$ cat src/rtl/fetch_stage.sv
// Instruction fetch stage: fetch PC, single-outstanding imem handshake, IF/ID register.
// Optional direct-mapped BTB enabled with `define FETCH_BTB_EN.
module fetch_stage #(
  parameter logic [31:0] RESET_PC    = 32'h0000_0000,
  parameter int unsigned BTB_ENTRIES = 16
) (
  input  logic        clk,
  input  logic        rst_n,
  input  logic        stallF,
  input  logic        stallD,
  input  logic        redirect_valid,
  input  logic [31:0] redirect_pc,
  output logic        imem_req,
  output logic [31:0] imem_addr,
  input  logic        imem_gnt,
  input  logic        imem_rvalid,
  input  logic [31:0] imem_rdata,
  output logic [31:0] instrD,
  output logic [31:0] pcD,
  output logic [31:0] pcplus4D,
  output logic        validD,
  output logic        speculativeD,
  input  logic        btb_upd_valid,
  input  logic [31:0] btb_upd_pc,
  input  logic [31:0] btb_upd_target,
  input  logic        btb_upd_taken
);

  localparam logic [31:0] NOP_INSTR = 32'h0000_0013;

  typedef enum logic [2:0] {IDLE, REQ, WAIT, HOLD, DROP} state_t;

  state_t      state;
  logic [31:0] pc_f;
  logic [31:0] req_pc;
  logic        spec_pending;
  logic [31:0] skid_instr;
  logic [31:0] skid_pc;
  logic        skid_spec;

  logic        fire;
  logic [31:0] redir_pc;
  logic        btb_hit;
  logic [31:0] btb_target;
  logic [31:0] next_pc;

  assign imem_req  = (state == REQ) && !stallF;
  assign imem_addr = pc_f;
  assign fire      = imem_req && imem_gnt;
  assign redir_pc  = {redirect_pc[31:2], 2'b00};
  assign next_pc   = btb_hit ? btb_target : pc_f + 32'd4;

`ifdef FETCH_BTB_EN
  localparam int unsigned IDX_W = $clog2(BTB_ENTRIES);
  localparam int unsigned TAG_W = 30 - IDX_W;

  logic [BTB_ENTRIES-1:0] btb_valid;
  logic [TAG_W-1:0]       btb_tag [BTB_ENTRIES];
  logic [29:0]            btb_tgt [BTB_ENTRIES];

  logic [IDX_W-1:0] lk_idx;
  logic [TAG_W-1:0] lk_tag;
  logic [IDX_W-1:0] up_idx;
  logic [TAG_W-1:0] up_tag;
  logic             unused_btb;

  assign lk_idx     = pc_f[2 +: IDX_W];
  assign lk_tag     = pc_f[31 -: TAG_W];
  assign up_idx     = btb_upd_pc[2 +: IDX_W];
  assign up_tag     = btb_upd_pc[31 -: TAG_W];
  assign btb_hit    = btb_valid[lk_idx] && (btb_tag[lk_idx] == lk_tag);
  assign btb_target = {btb_tgt[lk_idx], 2'b00};
  assign unused_btb = ^{btb_upd_pc[1:0], btb_upd_target[1:0], redirect_pc[1:0]};

  // Valid bits: install on taken, invalidate only when the tag matches.
  always_ff @(posedge clk or negedge rst_n) begin
    if (!rst_n) begin
      btb_valid <= '0;
    end else if (btb_upd_valid) begin
      if (btb_upd_taken) begin
        btb_valid[up_idx] <= 1'b1;
      end else if (btb_tag[up_idx] == up_tag) begin
        btb_valid[up_idx] <= 1'b0;
      end
    end
  end

  always_ff @(posedge clk) begin
    if (btb_upd_valid && btb_upd_taken) begin
      btb_tag[up_idx] <= up_tag;
      btb_tgt[up_idx] <= btb_upd_target[31:2];
    end
  end
`else
  logic unused_btb;

  assign btb_hit    = 1'b0;
  assign btb_target = 32'h0000_0000;
  assign unused_btb = ^{btb_upd_valid, btb_upd_pc, btb_upd_target, btb_upd_taken,
                        redirect_pc[1:0]};
`endif

  // Fetch FSM, fetch PC, skid buffer and IF/ID register.
  always_ff @(posedge clk or negedge rst_n) begin
    if (!rst_n) begin
      state        <= IDLE;
      pc_f         <= RESET_PC;
      req_pc       <= RESET_PC;
      spec_pending <= 1'b0;
      skid_instr   <= NOP_INSTR;
      skid_pc      <= 32'h0000_0000;
      skid_spec    <= 1'b0;
      instrD       <= NOP_INSTR;
      pcD          <= 32'h0000_0000;
      pcplus4D     <= 32'h0000_0004;
      validD       <= 1'b0;
      speculativeD <= 1'b0;
    end else begin
      case (state)
        IDLE: state <= REQ;
        REQ: begin
          if (fire) begin
            state        <= redirect_valid ? DROP : WAIT;
            req_pc       <= pc_f;
            spec_pending <= btb_hit;
            pc_f         <= next_pc;
          end
        end
        WAIT: begin
          if (redirect_valid) begin
            state <= imem_rvalid ? REQ : DROP;
          end else if (imem_rvalid) begin
            state <= stallD ? HOLD : REQ;
            if (stallD) begin
              skid_instr <= imem_rdata;
              skid_pc    <= req_pc;
              skid_spec  <= spec_pending;
            end
          end
        end
        HOLD: begin
          if (redirect_valid || !stallD) state <= REQ;
        end
        DROP: begin
          if (imem_rvalid) state <= REQ;
        end
        default: state <= IDLE;
      endcase

      if (redirect_valid) pc_f <= redir_pc;

      // Redirect always bubbles IF/ID; otherwise stallD freezes it.
      if (redirect_valid) begin
        validD       <= 1'b0;
        instrD       <= NOP_INSTR;
        speculativeD <= 1'b0;
      end else if (!stallD) begin
        if (state == WAIT && imem_rvalid) begin
          validD       <= 1'b1;
          instrD       <= imem_rdata;
          pcD          <= req_pc;
          pcplus4D     <= req_pc + 32'd4;
          speculativeD <= spec_pending;
        end else if (state == HOLD) begin
          validD       <= 1'b1;
          instrD       <= skid_instr;
          pcD          <= skid_pc;
          pcplus4D     <= skid_pc + 32'd4;
          speculativeD <= skid_spec;
        end else begin
          validD       <= 1'b0;
          instrD       <= NOP_INSTR;
          speculativeD <= 1'b0;
        end
      end
    end
  end

endmodule

$ cat config.mk
export PLATFORM = sky130hd
export DESIGN_NAME = fetch_stage
export DESIGN_NICKNAME = d
export VERILOG_FILES = /design/src/rtl/fetch_stage.sv
export SDC_FILE = /design/constraint.sdc
export NUM_CORES = 1
export LEC_CHECK = 0
export BUFFER_PORTS_ARGS = -buffer_cell sky130_fd_sc_hd__buf_2
export CAP_MARGIN = 20
export CORE_MARGIN = 1
export CORE_UTILIZATION = 40
export DETAILED_ROUTE_END_ITERATION = 7
export PLACE_DENSITY_LB_ADDON = 0.08
export SLEW_MARGIN = 20
export SYNTH_ARGS = -nofsm -noshare
export SYNTH_HDL_FRONTEND = slang
export SYNTH_SLANG_ARGS = --single-unit
export TNS_END_PERCENT = 30
$ cat constraint.sdc
create_clock -name clk -period 4 [get_ports clk]
set_input_delay 0.2 -clock clk [delete_from_list [all_inputs] [get_ports clk]]
set_output_delay 0.2 -clock clk [all_outputs]
set_load 0.05 [all_outputs]
# Word-level counts from Yosys, hierarchy flattened
# Cells that the tools add are included.
# totals
reg_bits,229
input_bits,137
out_inout_bits,131
# classes
n_addsub,3
n_eq_ne,9
mux,26
bitwise,2
reduce_logical,15
# op_table
op,n
$mux 32,11
$add 32x3->32 const B,3
$mux 3,7
$pmux 3 s5,1
$reduce_and 4->1,2
$eq 3x2->1 const B,2
$mux 1,6
$ne 2x2->1 const B,3
$reduce_bool 2->1,3
$reduce_and 2->1,2
$eq 3x1->1 const B,1
$eq 3x3->1 const B,1
$logic_and 1x1->1,3
$logic_not 3->1,1
$ne 3x3->1 const B,1
$reduce_and 3->1,1
$logic_not 1->1,2
$mux 2,1
$ne 2x1->1 const B,1
$not 1->1,2
$logic_or 1x1->1,1

# Logic depth before layout (Yosys ltp)
# Gate-level depths: netlist of the first run.
# logic_depth
ltp_word,6
ltp_mapped,15
mapped_depth_nobuf,9

# Worst setup path before layout of the first run
# Ideal clock, no wire load.
# synth_path
path_kind,register to register
from,register state[2]
to,register pcplus4D[14]
setup_time_ns,0.126
arrival_time_ns,3.367
required_ns,3.874
path_slack_ns,0.507
stages_incl_launch_ff,16
cell_sequence,dfrtp_1 buf_4 and4bb_2 buf_4 buf_4 buf_2 clkbuf_1 nand2_1 nand2_1 ha_1 and3_1 nand3_1 o22a_1 buf_2 or3_1 a221o_1
# synth_via
elab_chain_len,4
word_cells_on_any_way,6
cone_classes,2 x eq/ne; 1 x mux; 3 x reduce/logical
# synth_lines
item,line_no,text
from (decl),33,state_t state;
from (signal assigned),123,state <= redirect_valid ? DROP : WAIT;
from (signal assigned),131,state <= imem_rvalid ? REQ : DROP;
from (signal assigned),133,state <= stallD ? HOLD : REQ;
$eq 3x2->1,158,if (state == WAIT && imem_rvalid) begin
$logic_and 1x1->1,158,
$reduce_bool 2->1 (no line),n/a,
$reduce_and 3->1 (no line),n/a,
to (signal assigned),162,pcplus4D <= req_pc + 32'd4;
to (signal assigned),168,pcplus4D <= skid_pc + 32'd4;
to (decl),20,"output logic [31:0] pcplus4D,"
# Several ways; a longest one is shown, not always the timed one.
# A chain may end at the register's enable or synchronous reset.

# Worst setup path after layout of the first run
# layout_path
from,register state[2]
to,register pcplus4D[16]
# Same word-level chain as after synthesis.

==> impl_metrics.ini, run 1 <==
[logic_synthesis]
syn_avg_cell_area_um2 = 9.62
synth-seq-area-share_pct = 51.8
synth_area_mm2 = 0.0105
ys_async_sr_fraction_pct = 100
postSynthCellCount = 1096
ys_ff_latch = 218
yosysTopAreaCellShare_pct = 50.1
synthTopCellsByArea = dfrtp_1 (50%), nand2_1 (7.7%), mux2_2 (6.8%)
synth_edf_count = 0
synth_area_leader_cell = dfrtp_1
synth_cell_type_count = 60
ys.flop_type = dfrtp_1
yosysWarnings = 0

[sta]
fin_crit_ns = 3.22
worstMarginPinSlew_ns = 0.941
setup_violations = 0
min_period_over_period_pct = 80.5
max_freq_mhz = 311
drv_slew = 0
slew_headroom_pct = 36.7
finalHoldViolCount = 0
tns_ns = 0
rsz0062_at_grt = false
skew_ns = 0.00911

[setup_path]
critPathTopFamily = simple AND/OR/NAND/NOR gates
crit_path_top_delay_cell = and4bb_4
cpPeakStageDelay_ns = 0.63
cp.arrival_ns = 3.62
crit_chain = and4bb_4, nand2_1, nand2_1, ha_1, and3_1, nand3_1, o22a_1, or3_1, a221o_1
rr_startpoint = state[2]$_DFFE_PN0P_
start_kind = flip-flop
reg2reg_to = pcplus4D[16]$_DFFE_PN0P_
critPathKind = flip-flop to flip-flop
r2r_setup_slack_ns = 0.78
crit_buf_inv = 0
r2r_cells = 9
cp_common_cell = nand2_1
end_kind = flip-flop
worstPathRequired_ns = 4.40
critPathMaxFanout = 25

[floorplan]
dieWidth_um = 164
dieArea_mm2 = 0.0270
dieHeight_um = 164
initial_core_util_pct = 40.6
pin_count = 268
fp.coreArea_mm2 = 0.0260
num_rows = 59

[clocking]
numCtsBuffers = 24
cts_max_path_buffers = 3
post_cts_resized = 0
h-tree-depth = 1
cts_sinks = 218
cts-root-buf = clkbuf_16
clk_pin_slew_worst_paths_ns = 0.06
clk_latency_ns = 0.51
cts_tree = yes

[power_and_ir_drop]
sw_frac_of_total_pct = 35.1
finalPower_mw = 6.85
powerDensity_mw_per_mm2 = 519
p_int_mw = 4.45
switchingPower_mw = 2.40
seqPwrFrac_pct = 45.5
p_clk_share_pct = 32.0
peakVddDrop_uv = 304
leakage_nw = 6.15
p_comb_share_pct = 22.5

[global_route]
grt_pass1_wl_mm = 46.4
grt_usage_pct = 21.5
met2_usage_pct = 33.0
busiest_layer = met2
grt_max_degree = 120
grt_pass1_vias = 8434
grt_overflow_total = 0
grtUsageMet3_pct = 4.17
gr-usage-met1_pct = 31.8
grt_antenna_before_repair = 0

[routing]
drt_iter0_drc = 637
final_antenna_net_count = 0
drcViolationCount = 0
viasPerCell = 5.22
wl_mm = 28.9
post_drt_wl_per_cell_um = 17.3
vias = 8756
firstDrtPassIters = 5

[layout]
fillers = 2423
area_delta_synth_final_pct = 25.1
antennaDiodeCount = 0
nets = 1462
multi_input_comb_area_mm2 = 0.00475
drive_gt1_share_pct = 23.9
regArea_mm2 = 0.00546

[hold_path]
whs_path_depth = 4
min_path_type = input port to flip-flop
hold_start = imem_rvalid
whs_endpoint = state[2]$_DFFE_PN0P_

[place]
io_buffers = 192
routabilityCongestion = 0.847
dp_hpwl_mm = 19.7

[outcome]
status = complete, no violations

[job]
cap_violations = 0
worst max-delay path by stage:
stage	from	end	slack, ns	cells past startpoint
CTS	state[2]$_DFFE_PN0P_	pcplus4D[16]$_DFFE_PN0P_	0.78	9
detailed placement	state[2]$_DFFE_PN0P_	pcplus4D[16]$_DFFE_PN0P_	0.78	9
global placement	state[2]$_DFFE_PN0P_	pcplus4D[16]$_DFFE_PN0P_	0.81	9
finish	state[2]$_DFFE_PN0P_	pcplus4D[16]$_DFFE_PN0P_	0.78	9
floorplan	state[2]$_DFFE_PN0P_	pcplus4D[14]$_DFFE_PN0P_	0.51	15
global route	state[2]$_DFFE_PN0P_	pcplus4D[28]$_DFFE_PN0P_	0.60	9
power groups by stage:
| stage | logic, mW | clock network (mW) | registers [mW] |
|---|---|---|---|
| 2_1_floorplan | 0.698 | 0 | 3.41 |
| 3_3_place_gp | 1.48 | 0 | 3.14 |
| 3_5_place_dp | 1.50 | 0 | 3.15 |
| 4_1_cts | 1.56 | 2.26 | 3.11 |
| 5_1_grt | 1.70 | 2.34 | 3.19 |
| 6_report | 1.54 | 2.19 | 3.12 |
final cells by class:
cell class	instances	share of cell area, %
clock buffer	39	5.52
clock inverter	5	0.379
inverter	11	0.313
multi-input combinational	798	36.0
sequential	218	41.4
tap	335	3.18
timing repair buffer	270	13.2
worst min-delay path, delay by kind of cell:
kind	cells	cell delay, ns
AOI/OAI and AO/OA	1	0.07
buffers and inverters	2	0.20
and+or+nand+nor	1	0.09
sequential cells by signal, summed over array words and instances (netlist names), 3 cells and up:
name / cells
imem_addr: 30
req_pc: 30
skid_instr: 32
instrD: 32
state: 3
pcplus4D: 30
skid_pc: 30
pcD: 30
Yosys cell counts (4+ instances only):
| master | number |
|---|---|
| a21o_1 | 14 |
| a21oi_1 | 43 |
| a221o_1 | 5 |
| a22oi_1 | 32 |
| a31oi_1 | 15 |
| and3_1 | 12 |
| buf_1 | 7 |
| buf_2 | 13 |
| buf_4 | 10 |
| clkbuf_1 | 44 |
| dfrtp_1 | 211 |
| dfstp_2 | 7 |
| inv_1 | 11 |
| mux2_2 | 64 |
| mux2i_1 | 23 |
| nand2_1 | 216 |
| nand3_1 | 42 |
| nand4_1 | 19 |
| nor2_1 | 96 |
| nor3_1 | 14 |
| nor4_1 | 17 |
| nor4b_1 | 4 |
| o211ai_1 | 4 |
| o21a_1 | 4 |
| o21ai_0 | 61 |
| o22ai_1 | 5 |
| o311ai_0 | 7 |
| o31ai_1 | 7 |
| or3_1 | 9 |
| or4_1 | 7 |
| xnor2_1 | 24 |
| xor2_1 | 12 |
timing repair:
| item | in CTS | in global routing |
|---|---|---|
| setup buffers | 0 | 0 |
| hold buffers | 65 | 0 |
| hold endpoints to repair | 180 | 0 |
stage by stage:
step | instance area, µm² | hold WS, ns | util, % | instances | setup slack, ns
after global routing | 13200 | 0.0810 | 50.8 | 1676 | 0.603
after CTS | 13200 | 0.0475 | 50.8 | 1676 | 0.777
after global placement | 11800 | 0.354 | 45.3 | 1567 | 0.813
after detailed placement | 11800 | 0.350 | 45.3 | 1567 | 0.777
after floorplan | 10600 | -0.0956 | - | 1102 | 0.507
final | 13200 | 0.0776 | 50.8 | 1676 | 0.782
metal layers:
metal,vias to the layer above,part of all wire (%)
li1,4324,-
met1,4190,49
met2,205,44
met3,37,5.7
met4,0,1.3
met5,-,0
cells in the final DEF (no fill, tap or decap), types with 16 or more instances in the layout:
master / synthesis / layout
a21oi_1: 43 / 43
a22oi_1: 32 / 32
xnor2_1: 24 / 24
clkbuf_16: 0 / 25
buf_2: 13 / 191
nand2_1: 216 / 216
dlygate4sd3_1: 0 / 65
mux2_2: 64 / 64
nand4_1: 19 / 19
o21ai_0: 61 / 61
dfrtp_1: 211 / 211
nor4_1: 17 / 16
nor2_1: 96 / 95
mux2i_1: 23 / 23
nand3_1: 42 / 42
logic make-up (layout without fill, tap and decap cells):
kind of cell | Yosys count | in the layout | share of synthesized area (%)
adder cells (fa/ha/maj) | 3 | 3 | 0.332
buffers and inverters | 86 | 325 | 3.64
multiplexers | 87 | 87 | 9.01
flip-flops | 218 | 218 | 51.8
other | 1 | 7 | 0.0355
AND/OR/NAND/NOR | 454 | 454 | 19.5
XOR/XNOR | 36 | 36 | 2.99
AO/OA/AOI/OAI | 211 | 211 | 12.7
(Power assumes the default switching activity.)
==> run 2, diff against run 1 <==
Clock period 4 ns to 3 ns, I/O delays scaled along.
==> run 2 against run 1 <==
  * First-iteration DRC count shrank 8.2%
  * Cell count grew 0.66%
  * Non-clock buffer count rose by 13
  * Sequential power grew 33%
  * Via count rose by 1.7%
  * Setup slack worse by 0.50 ns
  * Global-route usage up 0.41 points
  * Critical endpoint unchanged
==> impl_metrics.ini, run 2 (synthesized netlist as in run 1, its figures left out) <==
[place]
io_buffers = 192
dpl-instance-area_mm2 = 0.0119
dp_cells = 1580
routabilityCongestion = 0.885
dp_hpwl_mm = 20.2

[setup_path]
cp.arrival_ns = 3.13
worstPathRequired_ns = 3.41
r2r_setup_slack_ns = 0.28
start_kind = flip-flop
cpPeakStageDelay_ns = 0.53
r2r_cells = 9
crit_path_top_delay_cell = dfrtp_1
critPathKind = flip-flop to flip-flop
reg2reg_to = pcplus4D[16]$_DFFE_PN0P_
rr_startpoint = state[1]$_DFFE_PN0P_
cp_common_cell = nand2_2
critPathMaxFanout = 11
crit_chain = and4bb_4, nand2_2, nand2_2, ha_4, and3_4, nand3_2, o22a_1, or3_1, a221o_1
end_kind = flip-flop

[power_and_ir_drop]
powerDensity_mw_per_mm2 = 691
p_clk_share_pct = 32.3
peakVddDrop_uv = 415
p_comb_share_pct = 22.8
switchingPower_mw = 3.25
p_int_mw = 5.98
leakage_nw = 6.22
seqPwrFrac_pct = 44.9
finalPower_mw = 9.23
sw_frac_of_total_pct = 35.2

[clocking]
cts-root-buf = clkbuf_16
post_cts_resized = 0
cts_tree = yes
cts_sinks = 218
clk_pin_slew_worst_paths_ns = 0.06
h-tree-depth = 1
clk_latency_ns = 0.53
postCtsSetupBuffers = 0
numCtsBuffers = 25
cts_max_path_buffers = 3

[floorplan]
dieHeight_um = 164
pin_count = 268
fp.coreArea_mm2 = 0.0260
initial_core_util_pct = 40.6
dieWidth_um = 164
num_rows = 59
dieArea_mm2 = 0.0270

[global_route]
grt_antenna_before_repair = 0
grt_usage_pct = 22.0
grt_pass1_vias = 8759
grt_pass1_wl_mm = 47.4
grt_max_degree = 85
grt_overflow_total = 0

[layout]
layout_commonest_cell = nand2_1
layout_common_cells = nand2_1 (212), dfrtp_1 (211), buf_2 (191), nor2_1 (95), dlygate4sd3_1 (65)
area_delta_synth_final_pct = 26.6
drive_gt1_share_pct = 25.4
stdcell_count = 1687
top_regs = instrD x32, skid_instr x32
post-route-util_pct = 51.4
antennaDiodeCount = 0
nets = 1476
final_area_mm2 = 0.0134

[sta]
slew_headroom_pct = 46.2
skew_ns = 0.00571
min_period_over_period_pct = 90.5
max_freq_mhz = 368
hold_ws_ns = 0.0701
finalHoldViolCount = 0
rsz0062_at_grt = false
fin_crit_ns = 2.72
drv_slew = 0
setup_violations = 0
worstMarginPinSlew_ns = 0.807

[routing]
post_drt_wl_per_cell_um = 17.2
viasPerCell = 5.28
drt_iter0_drc = 585
vias = 8903
firstDrtPassIters = 5
wl_mm = 29.0
final_antenna_net_count = 0
drcViolationCount = 0

[job]
cap_violations = 0

[hold_path]
min_path_type = input port to flip-flop
whs_path_depth = 4
hold_start = stallF
whs_endpoint = req_pc[13]$_DFFE_PN0P_

[outcome]
status = complete, no violations
==> run 2: worst max-delay path, delay by kind of cell, from the launching register on <==
kind,cells,cell delay (ns)
simple gates,6,1.21
fa+ha+maj,1,0.17
compound gates,2,0.68
flops,1,0.53
==> run 2: layer usage <==
| layer | share of wire (%) | global-route usage, % | up-vias |
|---|---|---|---|
| li1 | - | - | 4348 |
| met1 | 48 | 31.1 | 4271 |
| met2 | 44 | 34.1 | 247 |
| met3 | 6.7 | 4.87 | 37 |
| met4 | 1.8 | 5.25 | 0 |
| met5 | 0 | 0 | - |
==> run 2: how the worst max path moves through the flow <==
stage | start | end | slack [ns] | cells after the start
6_report | state[1]$_DFFE_PN0P_ | pcplus4D[16]$_DFFE_PN0P_ | 0.28 | 9
3_3_place_gp | state[1]$_DFFE_PN0P_ | pcplus4D[16]$_DFFE_PN0P_ | 0.33 | 9
2_1_floorplan | state[2]$_DFFE_PN0P_ | pcplus4D[14]$_DFFE_PN0P_ | -0.01 | 15
4_1_cts | state[1]$_DFFE_PN0P_ | pcplus4D[16]$_DFFE_PN0P_ | 0.28 | 9
3_5_place_dp | state[1]$_DFFE_PN0P_ | pcplus4D[16]$_DFFE_PN0P_ | 0.28 | 9
5_1_grt | state[1]$_DFFE_PN0P_ | pcplus4D[16]$_DFFE_PN0P_ | 0.12 | 9
==> run 2: per-stage QoR <==
| step | setup TNS (ns) | worst slack (ns) |
|---|---|---|
| global placement | 0 | 0.326 |
| global route | 0 | 0.123 |
| floorplan | -0.0105 | -0.0105 |
| detailed placement | 0 | 0.282 |
| finish | 0 | 0.284 |
| CTS | 0 | 0.277 |
==> run 2: what timing repair did <==
action                                  in CTS  in global routing
hold endpoints to repair                   135                  0
hold buffers                                65                  0
endpoints found under the setup margin       0                  0
==> run 2: cell type report <==
class / instances / area, µm²
Sequential cell: 218 / 5460
Fill cell: 2484 / 12600
Clock inverter: 11 / 118
Clock buffer: 31 / 678
Inverter: 11 / 41.3
Timing Repair Buffer: 283 / 1850
Multi-Input combinational cell: 798 / 4780
Tap cell: 335 / 419
==> run 2: power by group through the flow <==
stage | Sequential, mW | Clock, mW | Combinational (mW)
2_1_floorplan | 4.56 | 0 | 0.942
3_3_place_gp | 4.18 | 0 | 2.03
3_5_place_dp | 4.19 | 0 | 2.05
4_1_cts | 4.14 | 3.07 | 2.13
5_1_grt | 4.24 | 3.19 | 2.31
6_report | 4.15 | 2.98 | 2.10
==> run 3, diff against run 2 <==
Settings changed: ABC_AREA set to 1, GPL_ROUTABILITY_DRIVEN set to 1.
==> run 3 against run 2 <==
  * Critical endpoint is now pcplus4D[24]$_DFFE_PN0P_
  * Sequential power increased by 7.5%
  * Clock power grew 11%
  * Clock-buffer cell count is 2 higher
  * First-iteration DRC count increased by 27%
  * Die area grew 1.5%
  * Largest cell class unchanged
  * Critical path type unchanged
  * The flow now finishes with violations (DRC)
==> impl_metrics.ini, run 3 <==
[outcome]
status = finished with violations
violations = DRC

[clocking]
postCtsSetupBuffers = 0
post_cts_resized = 0
cts_tree = yes
clk_pin_slew_worst_paths_ns = 0.06
h-tree-depth = 1
numCtsBuffers = 25
clk_latency_ns = 0.51
postCtsHoldBufs = 63
cts_sinks = 218
cts_max_path_buffers = 3
cts-root-buf = clkbuf_16

[logic_synthesis]
ys_async_sr_fraction_pct = 100
synth-seq-area-share_pct = 51.0
synth_area_mm2 = 0.0107
synth_edf_count = 0
ys_ff_latch = 218
synthMostInstantiatedCell = nand2_1
synthTopCellsByArea = dfrtp_1 (49%), nand2_1 (15%), o21ai_0 (3.7%)
ys_top_cells_by_count = nand2_1 (437), dfrtp_1 (211), inv_1 (102)
ys.flop_type = dfrtp_1
postSynthCellCount = 1260
syn_avg_cell_area_um2 = 8.50
synth_area_leader_cell = dfrtp_1
synth_cell_type_count = 42
yosysTopAreaCellShare_pct = 49.3
yosysWarnings = 0

[sta]
drv_slew = 0
worstMarginPinSlew_ns = 0.666
finalHoldViolCount = 0
slew_headroom_pct = 55.6
setup_violations = 0
rsz0062_at_grt = false
min_period_over_period_pct = 79.2
fin_crit_ns = 2.38
hold_ws_ns = 0.0301
tns_ns = 0
max_freq_mhz = 421
skew_ns = 0.00970

[power_and_ir_drop]
leakage_nw = 6.79
finalPower_mw = 11.9
seqPwrFrac_pct = 37.4
sw_frac_of_total_pct = 40.8
powerDensity_mw_per_mm2 = 883
p_comb_share_pct = 34.8
p_int_mw = 7.06
peakVddDrop_uv = 371
switchingPower_mw = 4.87
p_clk_share_pct = 27.8

[setup_path]
crit_path_top_delay_cell = dfrtp_1
start_kind = flip-flop
crit_chain = inv_2, nor2_8, nand4_1, nand2_1, ha_1, nand2_1, nor2_4, nand2_1, nor2_2, nand3_1, nand3_1, nand2_1
crit_buf_inv = 1
reg2reg_to = pcplus4D[24]$_DFFE_PN0P_
critPathTopFamily = simple AND/OR/NAND/NOR gates
critPathMaxFanout = 15
rr_startpoint = state[1]$_DFFE_PN0P_
cp_common_cell = nand2_1
critPathKind = flip-flop to flip-flop
r2r_setup_slack_ns = 0.62
end_kind = flip-flop
cp.arrival_ns = 2.78
worstPathRequired_ns = 3.41
cpPeakStageDelay_ns = 0.47
r2r_cells = 12

[global_route]
grt_antenna_before_repair = 1
grt_pass1_wl_mm = 47.0
grt_overflow_total = 0
grt_usage_pct = 20.8
grt_pass1_vias = 8966
grt_max_degree = 83

[layout]
post-route-util_pct = 51.7
fillers = 2597
layout_commonest_cell = nand2_1
area_delta_synth_final_pct = 26.1
top_regs = instrD x32, skid_instr x32
regArea_mm2 = 0.00546
nets = 1640
multi_input_comb_area_mm2 = 0.00451
stdcell_count = 1853
antennaDiodeCount = 0
drive_gt1_share_pct = 22.6
layout_common_cells = nand2_1 (437), dfrtp_1 (211), buf_2 (191), inv_1 (102), o21ai_0 (79)

[routing]
final_antenna_net_count = 0
drt_iter0_drc = 741
wl_mm = 28.0
post_drt_wl_per_cell_um = 15.1
firstDrtPassIters = 8
viasPerCell = 4.91
drcViolationCount = 20
vias = 9100

[job]
cap_violations = 0

[place]
routabilityCongestion = 0.822
dp_cells = 1746
io_buffers = 192
dp_hpwl_mm = 19.0

[hold_path]
hold_start = redirect_valid
whs_path_depth = 3
min_path_type = input port to flip-flop
whs_endpoint = state[2]$_DFFE_PN0P_

[floorplan]
fp.coreArea_mm2 = 0.0261
dieArea_mm2 = 0.0274
dieHeight_um = 166
initial_core_util_pct = 41.0
num_rows = 59
pin_count = 268
dieWidth_um = 166
run 3: cell count changes after synthesis, moves of 30 or more:
| cell | before | now |
|---|---|---|
| o22ai_1 | 5 | 35 |
| mux2_2 | 64 | 0 |
| nand2_1 | 216 | 437 |
| nor2_1 | 96 | 48 |
| inv_1 | 11 | 102 |
| a21oi_1 | 43 | 6 |
run 3: metrics by stage:
stage | worst slack (ns) | cell area [µm²]
2_1_floorplan | 0.721 | 10700
3_3_place_gp | 0.588 | 12000
3_5_place_dp | 0.597 | 12000
4_1_cts | 0.587 | 13500
5_1_grt | 0.320 | 13500
6_report | 0.624 | 13500
run 3: how the worst max path moves through the flow:
stage	slack [ns]	to	from	cells after the start
final	0.62	pcplus4D[24]$_DFFE_PN0P_	state[1]$_DFFE_PN0P_	12
after global routing	0.32	imem_addr[26]$_DFFE_PN0P_	imem_addr[2]$_DFFE_PN0P_	11
after floorplan	0.72	imem_addr[26]$_DFFE_PN0P_	imem_addr[2]$_DFFE_PN0P_	12
after CTS	0.59	pcplus4D[24]$_DFFE_PN0P_	state[1]$_DFFE_PN0P_	12
after detailed placement	0.60	pcplus4D[24]$_DFFE_PN0P_	state[1]$_DFFE_PN0P_	12
after global placement	0.59	pcplus4D[31]$_DFFE_PN0P_	state[1]$_DFFE_PN0P_	12
run 3: tightest hold or removal path: cells and delay by family:
kind / cells / cell delay, ns
AOI/OAI and AO/OA: 2 / 0.19
buffers and inverters: 1 / 0.15
run 3: metal layers:
metal | wire, µm | part of all wire (%) | up-vias | global-route usage (%)
met5 | 8 | 0.029 | - | 0
met4 | 315 | 1.1 | 2 | 3.41
met3 | 1490 | 5.3 | 31 | 3.32
met2 | 11800 | 42 | 225 | 31.3
met1 | 14400 | 51 | 4261 | 31.7
li1 | - | - | 4581 | -
run 3: power groups by stage:
stage	Combinational, mW	Clock [mW]	Sequential, mW
2_1_floorplan	1.86	0	5.64
3_3_place_gp	4.06	0	4.49
3_5_place_dp	4.12	0	4.50
4_1_cts	4.19	3.40	4.46
5_1_grt	4.57	3.52	4.58
6_report	4.15	3.32	4.46
run 3: kinds of logic after synthesis:
kind of cell,count (synthesis),share of synthesized area [%]
simple gates,633,27.4
flops,218,51.0
compound gates,200,11.9
buf+inv,179,7.20
xor+xnor,27,2.21
fa+ha+maj,2,0.234
other cells,1,0.0350
run 3: cell type report:
cell class / count / area share (%)
Sequential cell: 218 / 40.4
Multi-Input combinational cell: 869 / 33.4
Inverter: 110 / 3.06
Tap cell: 335 / 3.10
Clock buffer: 33 / 5.30
Clock inverter: 11 / 1.36
Timing Repair Buffer: 277 / 13.4
